[src/rtl/alu_multicycle.sv]
// alu_multicycle: execute-stage ALU with a registered single-cycle path for
// or/and/add/sub and an iterative shift-add multiplier taking WIDTH cycles.
//
// Ports:
//   clk_i      clock, all state updates on the rising edge
//   rst_i      synchronous active-high reset
//   valid_i    operation request present
//   ready_o    block can accept a request this cycle
//   ALUCtrl_i  000 or, 001 and, 010 add, 011 sub, 100 mul, 101-111 illegal
//   data1_i    operand A
//   data2_i    operand B
//   valid_o    one-cycle pulse marking a new result on data_o/zero_o/illegal_o
//   data_o     result, held until the next result
//   zero_o     registered (data_o == 0)
//   illegal_o  result came from an illegal code
//   stall_o    ~ready_o, for pipeline hazard logic
module alu_multicycle #(
  parameter int WIDTH = 32
) (
  input  logic             clk_i,
  input  logic             rst_i,
  input  logic             valid_i,
  output logic             ready_o,
  input  logic [2:0]       ALUCtrl_i,
  input  logic [WIDTH-1:0] data1_i,
  input  logic [WIDTH-1:0] data2_i,
  output logic             valid_o,
  output logic [WIDTH-1:0] data_o,
  output logic             zero_o,
  output logic             illegal_o,
  output logic             stall_o
);

  localparam int CW = (WIDTH > 1) ? $clog2(WIDTH) : 1;

  typedef enum logic [2:0] {
    OP_OR  = 3'b000,
    OP_AND = 3'b001,
    OP_ADD = 3'b010,
    OP_SUB = 3'b011,
    OP_MUL = 3'b100
  } alu_op_e;

  typedef enum logic {
    IDLE,
    MUL
  } state_e;

  state_e           state, state_next;
  logic [CW-1:0]    counter;
  logic [WIDTH-1:0] acc, mcand, mplier;
  logic [WIDTH-1:0] acc_next;
  logic [WIDTH-1:0] alu_res;
  logic             alu_ill;
  logic             accept;
  logic             last_step;

  assign accept    = valid_i && ready_o;
  assign last_step = (state == MUL) && (counter == CW'(WIDTH - 1));
  assign acc_next  = mplier[0] ? acc + mcand : acc;

  // Single-cycle operations; illegal codes yield zero.
  always_comb begin
    alu_res = '0;
    alu_ill = 1'b0;
    case (ALUCtrl_i)
      OP_OR:   alu_res = data1_i | data2_i;
      OP_AND:  alu_res = data1_i & data2_i;
      OP_ADD:  alu_res = data1_i + data2_i;
      OP_SUB:  alu_res = data1_i - data2_i;
      OP_MUL:  alu_res = '0;
      default: alu_ill = 1'b1;
    endcase
  end

  // State register
  always_ff @(posedge clk_i) begin
    if (rst_i) state <= IDLE;
    else       state <= state_next;
  end

  // Next-state logic
  always_comb begin
    state_next = state;
    case (state)
      IDLE:    if (accept && (ALUCtrl_i == OP_MUL)) state_next = MUL;
      MUL:     if (last_step) state_next = IDLE;
      default: state_next = IDLE;
    endcase
  end

  // Output logic
  always_comb begin
    ready_o = (state == IDLE);
    stall_o = ~ready_o;
  end

  // Datapath and result registers
  always_ff @(posedge clk_i) begin
    if (rst_i) begin
      counter   <= '0;
      acc       <= '0;
      mcand     <= '0;
      mplier    <= '0;
      data_o    <= '0;
      zero_o    <= 1'b1;
      illegal_o <= 1'b0;
      valid_o   <= 1'b0;
    end else begin
      valid_o <= 1'b0;
      case (state)
        IDLE: begin
          if (accept) begin
            if (ALUCtrl_i == OP_MUL) begin
              counter <= '0;
              acc     <= '0;
              mcand   <= data1_i;
              mplier  <= data2_i;
            end else begin
              data_o    <= alu_res;
              zero_o    <= (alu_res == '0);
              illegal_o <= alu_ill;
              valid_o   <= 1'b1;
            end
          end
        end
        MUL: begin
          acc     <= acc_next;
          mcand   <= mcand << 1;
          mplier  <= mplier >> 1;
          counter <= counter + CW'(1);
          // The final step's partial product is folded in directly so the
          // result lands on the same edge as the last iteration.
          if (last_step) begin
            data_o    <= acc_next;
            zero_o    <= (acc_next == '0);
            illegal_o <= 1'b0;
            valid_o   <= 1'b1;
          end
        end
        default: ;
      endcase
    end
  end

endmodule
[config.mk]
export PLATFORM = sky130hd
export DESIGN_NAME = alu_multicycle
export DESIGN_NICKNAME = d
export VERILOG_FILES = /design/src/rtl/alu_multicycle.sv
export SDC_FILE = /design/constraint.sdc
export NUM_CORES = 1
export LEC_CHECK = 0
export BUFFER_PORTS_ARGS = -buffer_cell sky130_fd_sc_hd__clkbuf_2
export CORE_AREA = 3 3 182 184
export CTS_CLUSTER_SIZE = 14
export DETAILED_ROUTE_END_ITERATION = 6
export DIE_AREA = 0 0 185 187
export SETUP_SLACK_MARGIN = 0.3
export SLEW_MARGIN = 25
export SYNTH_ARGS = -nofsm -noshare
export SYNTH_HDL_FRONTEND = slang
export SYNTH_SLANG_ARGS = --single-unit
[constraint.sdc]
create_clock -name clk_i -period 4.3 [get_ports clk_i]
set_clock_uncertainty 0.2 [all_clocks]
set_input_delay 0.43 -clock clk_i [delete_from_list [all_inputs] [get_ports clk_i]]
set_output_delay 0.43 -clock clk_i [all_outputs]
set_load 0.02 [all_outputs]
==> summary.md, run 1 <==
| Metric | Value |
|---|---|
| Starting density of the core | `35.1%` |
| Inserted Clock Buffers | `17` |
| Synth top area share | `24.8%` |
| Dpl hpwl | `29.4 mm` |
| CTS tree | `built` |
| Rel. slew slack | `23.7%` |
| Met3 usage | `3.19%` |
| Post-synthesis cell area | `11100 um^2` |
| CP startpoint kind | `input port` |
| Tmin final | `4190 ps` |
| Async SR Flop Fraction | `0%` |
| Count leader, synth | `nand2_1` |
| Post-synth top cells | `256 x nand2_1, 250 x a21oi_1, 168 x nor2_1` |
| Post-CTS Hold Fix Bufs | `0` |
| Clock-pin slew on the worst setup and hold paths | `60 ps` |
| Final Max Slew Viols | `0` |
| CP arrival | `4370 ps` |
| Hold EP | `mcand[0]` |
| Peak VDD IR | `0.238 mV` |
| Met2 usage | `35.3%` |
| Crit path kind | `in -> reg` |
| Clock Path Buffers | `2` |
| Post-synth EDFFs | `0` |
| Worst flop-to-flop path startpoint | `acc[0]` |
| # setup viols final | `0` |
| Vias | `12151` |
| Post-synthesis sequential area ratio | `24.8%` |
| Worst hold path type | `in -> reg` |
| Distinct cells, synth | `84` |
| Largest net degree at the start of global routing | `78` |
| Syn nets | `1700` |
| Initial DRC count | `906` |
| Area Overhead vs Synth | `27.9%` |
| Leak | `5.92 nW` |
| Fillers | `3257` |
| Psw | `0.00136 W` |
| Run status | `finished clean` |
| Final #Nets | `1920` |
| Final TNS setup | `0 ps` |
| Internal power | `0.00262 W` |
| Die ar. | `34600 um^2` |
| Post-route ant nets | `0` |
| Die Wd | `185 um` |
| Drt first pass iters | `5` |
| CTS sink cnt | `137` |
| Avg Inst Size Synth | `7.09 um^2` |
| Sw Share | `34.2%` |
| # diodes | `0` |
| GR met1 Demand/Resource | `30.5%` |
| # rows | `65` |
| DRC Markers | `0` |
| Comb pwr share | `30.6%` |
| Final Util | `44.9%` |
| Htree depth | `4` |
| Multi-input gate area | `8260 um^2` |
| Initial antenna violation count | `1` |
| Pin slew with the least headroom to its limit | `1120 ps` |
| Hold Fails Final Rpt | `0` |
| Clock network fraction of design power | `35.7%` |
| Fin crit share | `97.4%` |
| Worst Path Required | `4490 ps` |
| RSZ-0062 raised after global routing | `yes` |
| Top FF cell, synth | `dfxtp_1` |
| Cell taking the most area after synthesis | `dfxtp_1` |
| Via density | `5.53` |
| Drt wl/cell | `17.6 um` |
| CP endpoint kind | `flip-flop` |
| Gpl congestion | `0.926` |
| Part of the power in registers | `33.8%` |
| Total gr overflow | `0` |
| Gr busiest metal | `met2` |
| Synthesis warning total | `0` |
| Worst hold start | `data1_i[0]` |
| Register area | `2750 um^2` |
| Vias in the first global route | `11404` |
| Share of layout cells above drive strength 1 | `23.2%` |
| FF+latch count, synth | `137` |
| Hold path depth | `3` |
| Die height | `187 um` |
| Core footprint | `31600 um^2` |
| Io pins | `107` |
| First-pass GRT wire length | `61.4 mm` |
| Clk Latency, worst-skew pair | `450 ps` |
| Largest cells by area after synthesis | `dfxtp_1 25%, a21oi_1 11%, nand2_1 8.7%` |
| Power per cell area | `281 nW/um^2` |
| Worst r2r path cells | `13` |
| Reg-to-reg setup timing slack | `360 ps` |
| Root Buffer | `clkbuf_16` |
| Critical Path Fanout Max | `3` |
| Mapped Cells | `1561` |
| IO buf count | `106` |
| GRT Util Overall | `21.9%` |
| R2R Path End | `zero_o` |
| Total Wirelength | `38.6 mm` |
| Max Cap Viol | `0` |
| Maximum clock rate | `0.239 GHz` |
==> registers in the layout (all words and copies together) (netlist names) <==
signal and flops:
data_o 32, mcand 32, acc 32, stall_o 1, illegal_o 1, valid_o 1
zero_o 1, counter 5, mplier 32
==> final cells by class <==
cell class / instances / share of cell area, %
multi-input combinational: 1304 / 58.3
sequential: 137 / 19.4
timing repair buffer: 298 / 14.3
tap: 402 / 3.55
clock buffer: 19 / 3.13
clock inverter: 13 / 0.768
inverter: 23 / 0.609
==> cell usage in the layout (no fill, tap or decap), drive strengths merged, types with 14 or more instances in the layout <==
cell | Yosys | layout
a211oi | 16 | 16
a21o | 25 | 25
a21oi | 251 | 251
and3 | 16 | 16
buf | 19 | 198
clkbuf | 78 | 119
dfxtp | 137 | 137
ha | 67 | 67
inv | 23 | 29
maj3 | 19 | 19
nand2 | 256 | 256
nand2b | 14 | 14
nand3 | 18 | 18
nand4 | 14 | 14
nor2 | 168 | 168
nor3 | 30 | 30
nor4 | 15 | 15
o211ai | 21 | 21
o21ai | 85 | 85
o31ai | 16 | 16
xnor2 | 42 | 42
xor2 | 33 | 33
==> logic make-up after synthesis <==
| logic type | Yosys count | synth area share, % |
|---|---|---|
| AND/OR/NAND/NOR | 591 | 23.9 |
| AO/OA/AOI/OAI | 530 | 29.7 |
| flip-flops | 137 | 24.8 |
| buffers and inverters | 120 | 4.17 |
| adder cells (fa/ha/maj) | 88 | 9.65 |
| XOR/XNOR | 75 | 5.93 |
| multiplexers | 20 | 1.94 |
==> repair_timing <==
item	CTS	global route
gates resized for setup	26	54
buffers inserted	10	10
setup endpoints to repair	10	13
pin swaps	29	30
==> metrics by stage <==
step                      hold slack (ps)  total power (W)  cell area (um^2)  worst slack [ps]  std cells
after floorplan                       232          0.00200             11200              17.1       1561
after global placement                241          0.00249             13100              -375       2144
after detailed placement              246          0.00250             13100              -435       2144
after CTS                             130          0.00394             13900               221       2186
after global routing                  172          0.00416             14200             -85.6       2196
final                                 145          0.00398             14200               113       2196
==> worst max-delay path, stage by stage <==
cell,delay (ps)
buf_8,100
nor3_4,180
nand2b_1,120
nor2_2,140
nand3b_1,140
buf_4,180
nor2_4,140
a21oi_2,70
xnor2_1,130
ha_1,290
a211o_1,350
a2111oi_4,410
o31ai_2,130
a21oi_2,130
o31ai_2,100
xor2_1,160
a22o_1,220
a2111oi_2,400
and4_1,250
and4b_1,180
a211o_1,110
==> routing by layer <==
metal / part of all wire, % / wire (um) / vias to the layer above
li1: - / - / 6078
met4: 2.4 / 944 / 2
met5: 0.034 / 13 / -
met3: 4.7 / 1830 / 60
met2: 46 / 17900 / 311
met1: 46 / 17900 / 5700
==> worst max-delay path by stage <==
stage | cells past startpoint | from | endpoint
floorplan | 17 | data2_i[5] | zero_o
global placement | 23 | data2_i[1] | zero_o
detailed placement | 22 | data2_i[5] | zero_o
CTS | 22 | data2_i[6] | zero_o
global route | 23 | data2_i[6] | zero_o
finish | 21 | data2_i[6] | zero_o
==> power by group through the flow <==
stage	sequential (W)	clock, W	combinational [W]
CTS	0.00134	0.00144	0.00115
detailed placement	0.00137	0	0.00113
finish	0.00135	0.00142	0.00122
floorplan	0.00139	0	0.000612
global placement	0.00137	0	0.00112
global route	0.00135	0.00148	0.00133
Power figures use the tool's default switching activity.
==> inputs of run 2 (changes only) <==
- CORE_AREA: 3 3 182 184 -> 3 3 171 173
- DIE_AREA: 0 0 185 187 -> 0 0 174 176
==> run 2 against run 1 <==
  * The flow now finishes with violations (negative setup slack)
  * Worst hold slack worse by 15 ps
  * Clock power increased by 7%
  * Cell area fell by 1.2%
  * Critical path type unchanged
  * Utilization rose by 5.5 points
  * Power increased by 1.9%
==> summary.md, run 2 (synthesis results as in run 1) <==
| Metric | Value |
|---|---|
| Maximum clock rate | `0.233 GHz (-2.6%)` |
| Total gr overflow | `0 (unchanged)` |
| Sw Share | `33.4% (-0.83 points)` |
| # setup viols final | `1 (+1)` |
| Worst flop-to-flop path startpoint | `acc[0]` |
| Root Buffer | `clkbuf_16` |
| Crit path kind | `in -> reg` |
| Psw | `0.00136 W (-0.54%)` |
| CP startpoint kind | `input port` |
| Fin worst setup slack | `-0.256 ps (-113 ps)` |
| Gpl congestion | `0.935 (+0.97%)` |
| Final Power | `0.00406 W (+1.9%)` |
| Starting density of the core | `39.9% (+4.8 points)` |
| Peak VDD IR | `0.225 mV (-5.7%)` |
| Worst hold path type | `in -> reg` |
| CP arrival | `4410 ps (+40 ps)` |
| Area Overhead vs Synth | `26.4%` |
| Vias | `12141 (-0.082%)` |
| Clock network fraction of design power | `37.4% (+1.7 points)` |
| Multi-input gate area | `8230 um^2 (-0.27%)` |
| Fillers | `2800 (-14%)` |
| Clock Path Buffers | `2 (unchanged)` |
| CTS sink cnt | `137 (unchanged)` |
| Hold path depth | `2 (-1)` |
| Vias in the first global route | `11366 (-0.33%)` |
| Largest net degree at the start of global routing | `94 (+21%)` |
| Initial antenna violation count | `1 (unchanged)` |
| Die ar. | `30600 um^2 (-11%)` |
| Post-route ant nets | `0 (unchanged)` |
| Hold EP | `data_o[17]` |
| Fin crit share | `100% (+2.6 points)` |
| Tmin final | `4300 ps (+113 ps)` |
| Io pins | `107 (unchanged)` |
| Part of the power in registers | `33.0% (-0.8 points)` |
| Initial DRC count | `1019 (+12%)` |
| Die Wd | `174 um (-5.9%)` |
| Reg-to-reg setup timing slack | `450 ps (+90 ps)` |
| Final TNS setup | `-0.256 ps (-0.256 ps)` |
| Crit-path cells | `buf_6, buf_6, nor3_4, nand2_2, nor4_2, buf_4, and2b_4, nand2_4, nand2_2, xor2_1, ha_1, o21a_1, a2111oi_4, o31ai_2, a21oi_2, o31ai_4, a21o_1, a21o_1, xor2_2, a22oi_2, o211ai_1, a211o_1` |
| Comb pwr share | `29.6% (-1.0 points)` |
| Die height | `176 um (-5.9%)` |
| Slowest stage cell, crit path | `a2111oi_4` |
| Register area | `2750 um^2 (unchanged)` |
| Internal power | `0.00270 W (+3.2%)` |
| Power per cell area | `290 nW/um^2 (+3.2%)` |
| Drt wl/cell | `17.8 um (+1.5%)` |
| Hold Fails Final Rpt | `0 (unchanged)` |
| Post-CTS Hold Fix Bufs | `0 (unchanged)` |
| Worst r2r path cells | `13 (unchanged)` |
| Clk Latency, worst-skew pair | `430 ps (-20 ps)` |
| First-pass GRT wire length | `61.0 mm (-0.65%)` |
| CP endpoint kind | `flip-flop` |
| R2R Path End | `zero_o` |
| Share of layout cells above drive strength 1 | `22.2% (-1.0 points)` |
| Pin slew with the least headroom to its limit | `1010 ps (-103 ps)` |
| # diodes | `0 (unchanged)` |
| Core footprint | `27800 um^2 (-12%)` |
| Via density | `5.64 (+1.9%)` |
| Final #Nets | `1901 (-0.99%)` |
| Final Max Slew Viols | `0 (unchanged)` |
| Dpl hpwl | `28.8 mm (-2.3%)` |
| Htree depth | `4 (unchanged)` |
| Slowest cell delay on critical path | `400 ps (about the same)` |
| CTS tree | `built` |
| Most frequent cells in the layout | `251 x nand2_1, 242 x a21oi_1, 170 x buf_4` |
| Drt first pass iters | `5 (unchanged)` |
| Max Cap Viol | `0 (unchanged)` |
| RSZ-0062 raised after global routing | `yes` |
| Inserted Clock Buffers | `17 (unchanged)` |
| Total Wirelength | `38.4 mm (-0.50%)` |
| # rows | `61 (-6.2%)` |
| Worst Path Required | `4410 ps (-80 ps)` |
| Failing checks | `negative setup slack` |
| Worst hold start | `rst_i` |
| Run status | `finished, violations left` |
| GRT Util Overall | `24.4% (+2.5 points)` |
| DRC Markers | `0 (unchanged)` |
| Clock-pin slew on the worst setup and hold paths | `70 ps (about the same)` |
| Rel. slew slack | `30.7% (+7.0 points)` |
| IO buf count | `106 (unchanged)` |
| Leak | `5.85 nW (-1.2%)` |
| Most common cell after layout, fill and taps aside | `nand2_1` |
| Critical Path Fanout Max | `5 (+2)` |
## run 2: changes by cell type in the layout (fill, tap and decap cells not counted), sizes merged
cell	previous run	this run
buf	198	177
bufinv	0	2
## run 2: power by group through the flow
stage	Combinational [W]	Clock, W	Sequential, W
after CTS	0.00113	0.00153	0.00134
after global routing	0.00131	0.00159	0.00134
after global placement	0.00110	0	0.00137
after floorplan	0.000612	0	0.00139
after detailed placement	0.00110	0	0.00137
final	0.00120	0.00152	0.00134
## run 2: final cells by class
type / instances / area share [%]
Multi-Input combinational cell: 1304 / 58.8
Sequential cell: 137 / 19.6
Timing Repair Buffer: 279 / 13.4
Tap cell: 378 / 3.38
Clock buffer: 17 / 3.04
Clock inverter: 15 / 1.17
Inverter: 23 / 0.617
## run 2: what timing repair did
action | 4_1_cts | 5_1_grt
pin swaps | 11 | 50
gates cloned | 0 | 0
endpoints found under the hold margin | 0 | 0
resized for setup | 16 | 58
endpoints found under the setup margin | 9 | 14
buffers inserted | 5 | 12
## run 2: how the worst max path moves through the flow
stage                     slack, ps  endpoint  depth (start not counted)  startpoint
final                          -0.3    zero_o                         22  data2_i[0]
after detailed placement       -470    zero_o                         22  data2_i[5]
after CTS                       120    zero_o                         20  data2_i[5]
after floorplan                  20    zero_o                         17  data2_i[5]
after global placement         -370    zero_o                         22  data2_i[5]
after global routing           -200    zero_o                         23  data2_i[0]
## run 2: per-layer routing
metal | GRT usage (%) | vias to the layer above | wire length (um)
met5 | 0 | - | 10
met4 | 7.71 | 2 | 1100
met3 | 2.77 | 70 | 1610
met2 | 39.1 | 309 | 17400
met1 | 34.6 | 5700 | 18200
li1 | - | 6060 | -
## run 2: metrics by stage
stage	hold WS [ps]	instances	util [%]	setup WS [ps]	instance area (um^2)
2_1_floorplan	232	1561	-	17.1	11200
3_3_place_gp	239	2104	46.7	-374	13000
3_5_place_dp	243	2104	46.7	-473	13000
4_1_cts	131	2141	49.2	117	13700
5_1_grt	144	2153	50.4	-205	14000
6_report	130	2153	50.4	-0.256	14000
## run 2: worst max-delay path: cells and delay by family
kind | cells | cell delay [ps]
AOI/OAI and AO/OA | 10 | 2130
and+or+nand+nor | 6 | 870
buffers and inverters | 3 | 370
xor gates and xnor gates | 2 | 320
adders and majority gates | 1 | 270
==> inputs of run 3 (changes only) <==
- REMOVE_ABC_BUFFERS: default -> 1
==> run 3 against run 2 <==
  * The run now ends clean
  * Routed wire length rose by 0.31%
  * Count of clock-buffer cells in the layout is 1 higher
  * Cell count is 0.65% higher
  * Die area is the same
  * Sequential share of layout area shrank 0.24 points
  * Cell area up 1.2%
  * Critical endpoint unchanged
  * Power up 1.4%
  * Sequential power about the same
  * Combinational power about the same
  * Flip-flop and latch count stayed put
  * Via count down 0.80%
  * Largest cell class unchanged
  * Non-clock buffer count up 13
==> summary.md, run 3 (synthesis results as in run 1) <==
| Metric | Value |
|---|---|
| Kind of cell adding the most delay to the critical path | `compound AO/OA/AOI/OAI gates` |
| Share of layout cells above drive strength 1 | `23.0% (+0.85 points)` |
| Sw Share | `33.5% (+0.092 points)` |
| Cells after DPL | `2118 (+0.67%)` |
| Crit-path cells | `clkbuf_8, nor3_4, nand2b_1, buf_4, nor4_4, buf_4, and2b_2, buf_6, a21oi_4, xnor2_2, ha_2, a211o_1, a2111oi_4, o31ai_2, a21oi_2, o31ai_4, xor2_1, a22o_1, a2111oi_0, and4_1, and4b_1, a211o_1` |
| DRC Markers | `0 (unchanged)` |
| CTS sink cnt | `137 (unchanged)` |
| Vias in the first global route | `11202 (-1.4%)` |
| # rows | `61 (unchanged)` |
| Fin worst setup slack | `44.1 ps (+44.3 ps)` |
| Met3 usage | `2.84% (+0.065 points)` |
| Hold Fails Final Rpt | `0 (unchanged)` |
| Max Cap Viol | `0 (unchanged)` |
| Psw | `0.00138 W (+1.7%)` |
| Final TNS setup | `0 ps (+0.256 ps)` |
| Total gr overflow | `0 (unchanged)` |
| # setup viols final | `0 (-1)` |
| Leak | `5.91 nW (+1.0%)` |
| Slowest stage cell, crit path | `a2111oi_4` |
| Final #Nets | `1914 (+0.68%)` |
| Drt wl/cell | `17.8 um (-0.34%)` |
| Dpl ws | `-640 ps (-167 ps)` |
| Initial antenna violation count | `1 (unchanged)` |
| Post-route ant nets | `0 (unchanged)` |
| Slowest cell delay on critical path | `410 ps (about the same)` |
| Fillers | `2838 (+1.4%)` |
| Comb pwr share | `29.8% (+0.2 points)` |
| First-pass GRT wire length | `60.3 mm (-1.1%)` |
| Post-DP Area | `13000 um^2 (+0.22%)` |
| Area Overhead vs Synth | `28.0%` |
| Hold path depth | `3 (+1)` |
| CTS tree | `built` |
| Peak VDD IR | `0.236 mV (+5.1%)` |
| Htree depth | `4 (unchanged)` |
| Worst flop-to-flop path startpoint | `acc[0]` |
| Most frequent cells in the layout | `252 x nand2_1, 241 x a21oi_1, 176 x buf_4` |
| Run status | `finished clean` |
| Clock-pin slew on the worst setup and hold paths | `70 ps (about the same)` |
| IO buf count | `106 (unchanged)` |
| Dpl hpwl | `29.0 mm (+0.98%)` |
| Die height | `176 um (unchanged)` |
| Clock Path Buffers | `2 (unchanged)` |
| Largest net degree at the start of global routing | `84 (-11%)` |
| Tmin final | `4260 ps (-44.3 ps)` |
| Part of the power in registers | `32.7% (-0.3 points)` |
| Fin crit share | `99.0% (-1.0 points)` |
| GRT Util Overall | `24.3% (-0.11 points)` |
| GR met1 Demand/Resource | `33.5% (-1.1 points)` |
| Pin slew with the least headroom to its limit | `987 ps (-26.1 ps)` |
| Gr busiest metal | `met2` |
| Finished Layout Cells | `2167 (+0.65%)` |
| Worst r2r path cells | `13 (unchanged)` |
| Worst Path Required | `4480 ps (+70 ps)` |
| RSZ-0062 raised after global routing | `yes` |
| Crit path kind | `in -> reg` |
| CP endpoint kind | `flip-flop` |
| Gpl congestion | `0.918 (-1.8%)` |
| Die ar. | `30600 um^2 (unchanged)` |
| R2R Path End | `zero_o` |
| WP buf/inv | `4 (+1)` |
| Initial DRC count | `850 (-17%)` |
| Rel. slew slack | `32.5% (+1.8 points)` |
| Via density | `5.56 (-1.4%)` |
| Worst hold path type | `in -> reg` |
| Reg-to-reg setup timing slack | `210 ps (-240 ps)` |
| Maximum clock rate | `0.235 GHz (+1.0%)` |
| CP arrival | `4430 ps (+20 ps)` |
| Worst hold start | `data1_i[0]` |
| Critical Path Fanout Max | `3 (-2)` |
| Die Wd | `174 um (unchanged)` |
| Most common cell after layout, fill and taps aside | `nand2_1` |
| Root Buffer | `clkbuf_16` |
| Clock network fraction of design power | `37.5% (about the same)` |
| Inserted Clock Buffers | `17 (unchanged)` |
| CP startpoint kind | `input port` |
| Power per cell area | `291 nW/um^2 (+0.17%)` |
| Vias | `12044 (-0.80%)` |
| Drt first pass iters | `7 (+2)` |
| Clk Latency, worst-skew pair | `430 ps (about the same)` |
| Final Cell Area | `14200 um^2 (+1.2%)` |
| Starting density of the core | `39.9% (unchanged)` |
| Met2 usage | `40.0% (+0.95 points)` |
| Core footprint | `27800 um^2 (unchanged)` |
| Final Max Slew Viols | `0 (unchanged)` |
| Total Wirelength | `38.5 mm (+0.31%)` |
| Internal power | `0.00274 W (+1.3%)` |
| Io pins | `107 (unchanged)` |
| Hold EP | `mcand[0]` |
-- run 3: cell types whose count changed in the layout (fill, tap and decap cells not counted), moves of 2 or more --
cell / delta
and2_1: -2
and2_4: +2
buf_4: +6
buf_6: +6
clkinv_2: -2
nor2_1: +2
nor2_2: -3
-- run 3: worst max-delay path by stage --
stage,startpoint,endpoint,slack (ps),cells past startpoint
after floorplan,stall_o,zero_o,-3100,11
after global placement,data2_i[6],zero_o,-640,21
after detailed placement,data2_i[6],zero_o,-640,19
after CTS,data2_i[1],zero_o,110,22
after global routing,data2_i[0],zero_o,-150,22
final,data2_i[5],zero_o,40,22
-- run 3: power groups by stage --
stage | combinational (W) | sequential (W) | clock [W]
global route | 0.00133 | 0.00135 | 0.00162
finish | 0.00123 | 0.00134 | 0.00155
CTS | 0.00115 | 0.00134 | 0.00156
floorplan | 0.000551 | 0.00140 | 0
detailed placement | 0.00111 | 0.00137 | 0
global placement | 0.00110 | 0.00137 | 0
-- run 3: timing repair --
| item | CTS | global route |
|---|---|---|
| hold buffers | 0 | 0 |
| pin swaps | 34 | 27 |
| gates resized for setup | 38 | 65 |
| setup buffers | 10 | 6 |
| setup endpoints to repair | 11 | 16 |
-- run 3: worst register-to-register path, stage by stage (launching register included) --
cell       delay, ps
dfxtp_1          360
ha_1             270
fa_1             420
a21o_1           220
a221oi_2         490
xnor2_1          150
mux2_4           290
nor4_2           270
nand4b_1         180
a2111oi_2        370
nand4_1          200
nor4_1           260
and4_1           270
a211o_1          100
-- run 3: cell type report --
class                           count  area (um^2)  area share (%)
Clock inverter                     14          164            1.16
Sequential cell                   137         2750            19.4
Clock buffer                       18          429            3.03
Antenna cell                        1         2.50          0.0177
Multi-Input combinational cell   1304         8280            58.4
Tap cell                          378          473            3.34
Inverter                           23         86.3           0.609
Timing Repair Buffer              292         1990            14.0
-- run 3: stage by stage --
stage                     power [W]  utilization, %  hold slack (ps)
after detailed placement    0.00248            46.8              245
after CTS                   0.00406            49.8              142
final                       0.00412            51.0              151
after floorplan             0.00195               -              224
after global placement      0.00247            46.8              241
after global routing        0.00430            51.0              182
-- run 3: metal layers --
layer / routed length [um] / part of all wire [%] / vias to the layer above
met4: 1030 / 2.7 / 0
met2: 17900 / 47 / 251
met3: 1300 / 3.4 / 57
met5: 0 / 0 / -
li1: - / - / 6075
met1: 18300 / 47 / 5661
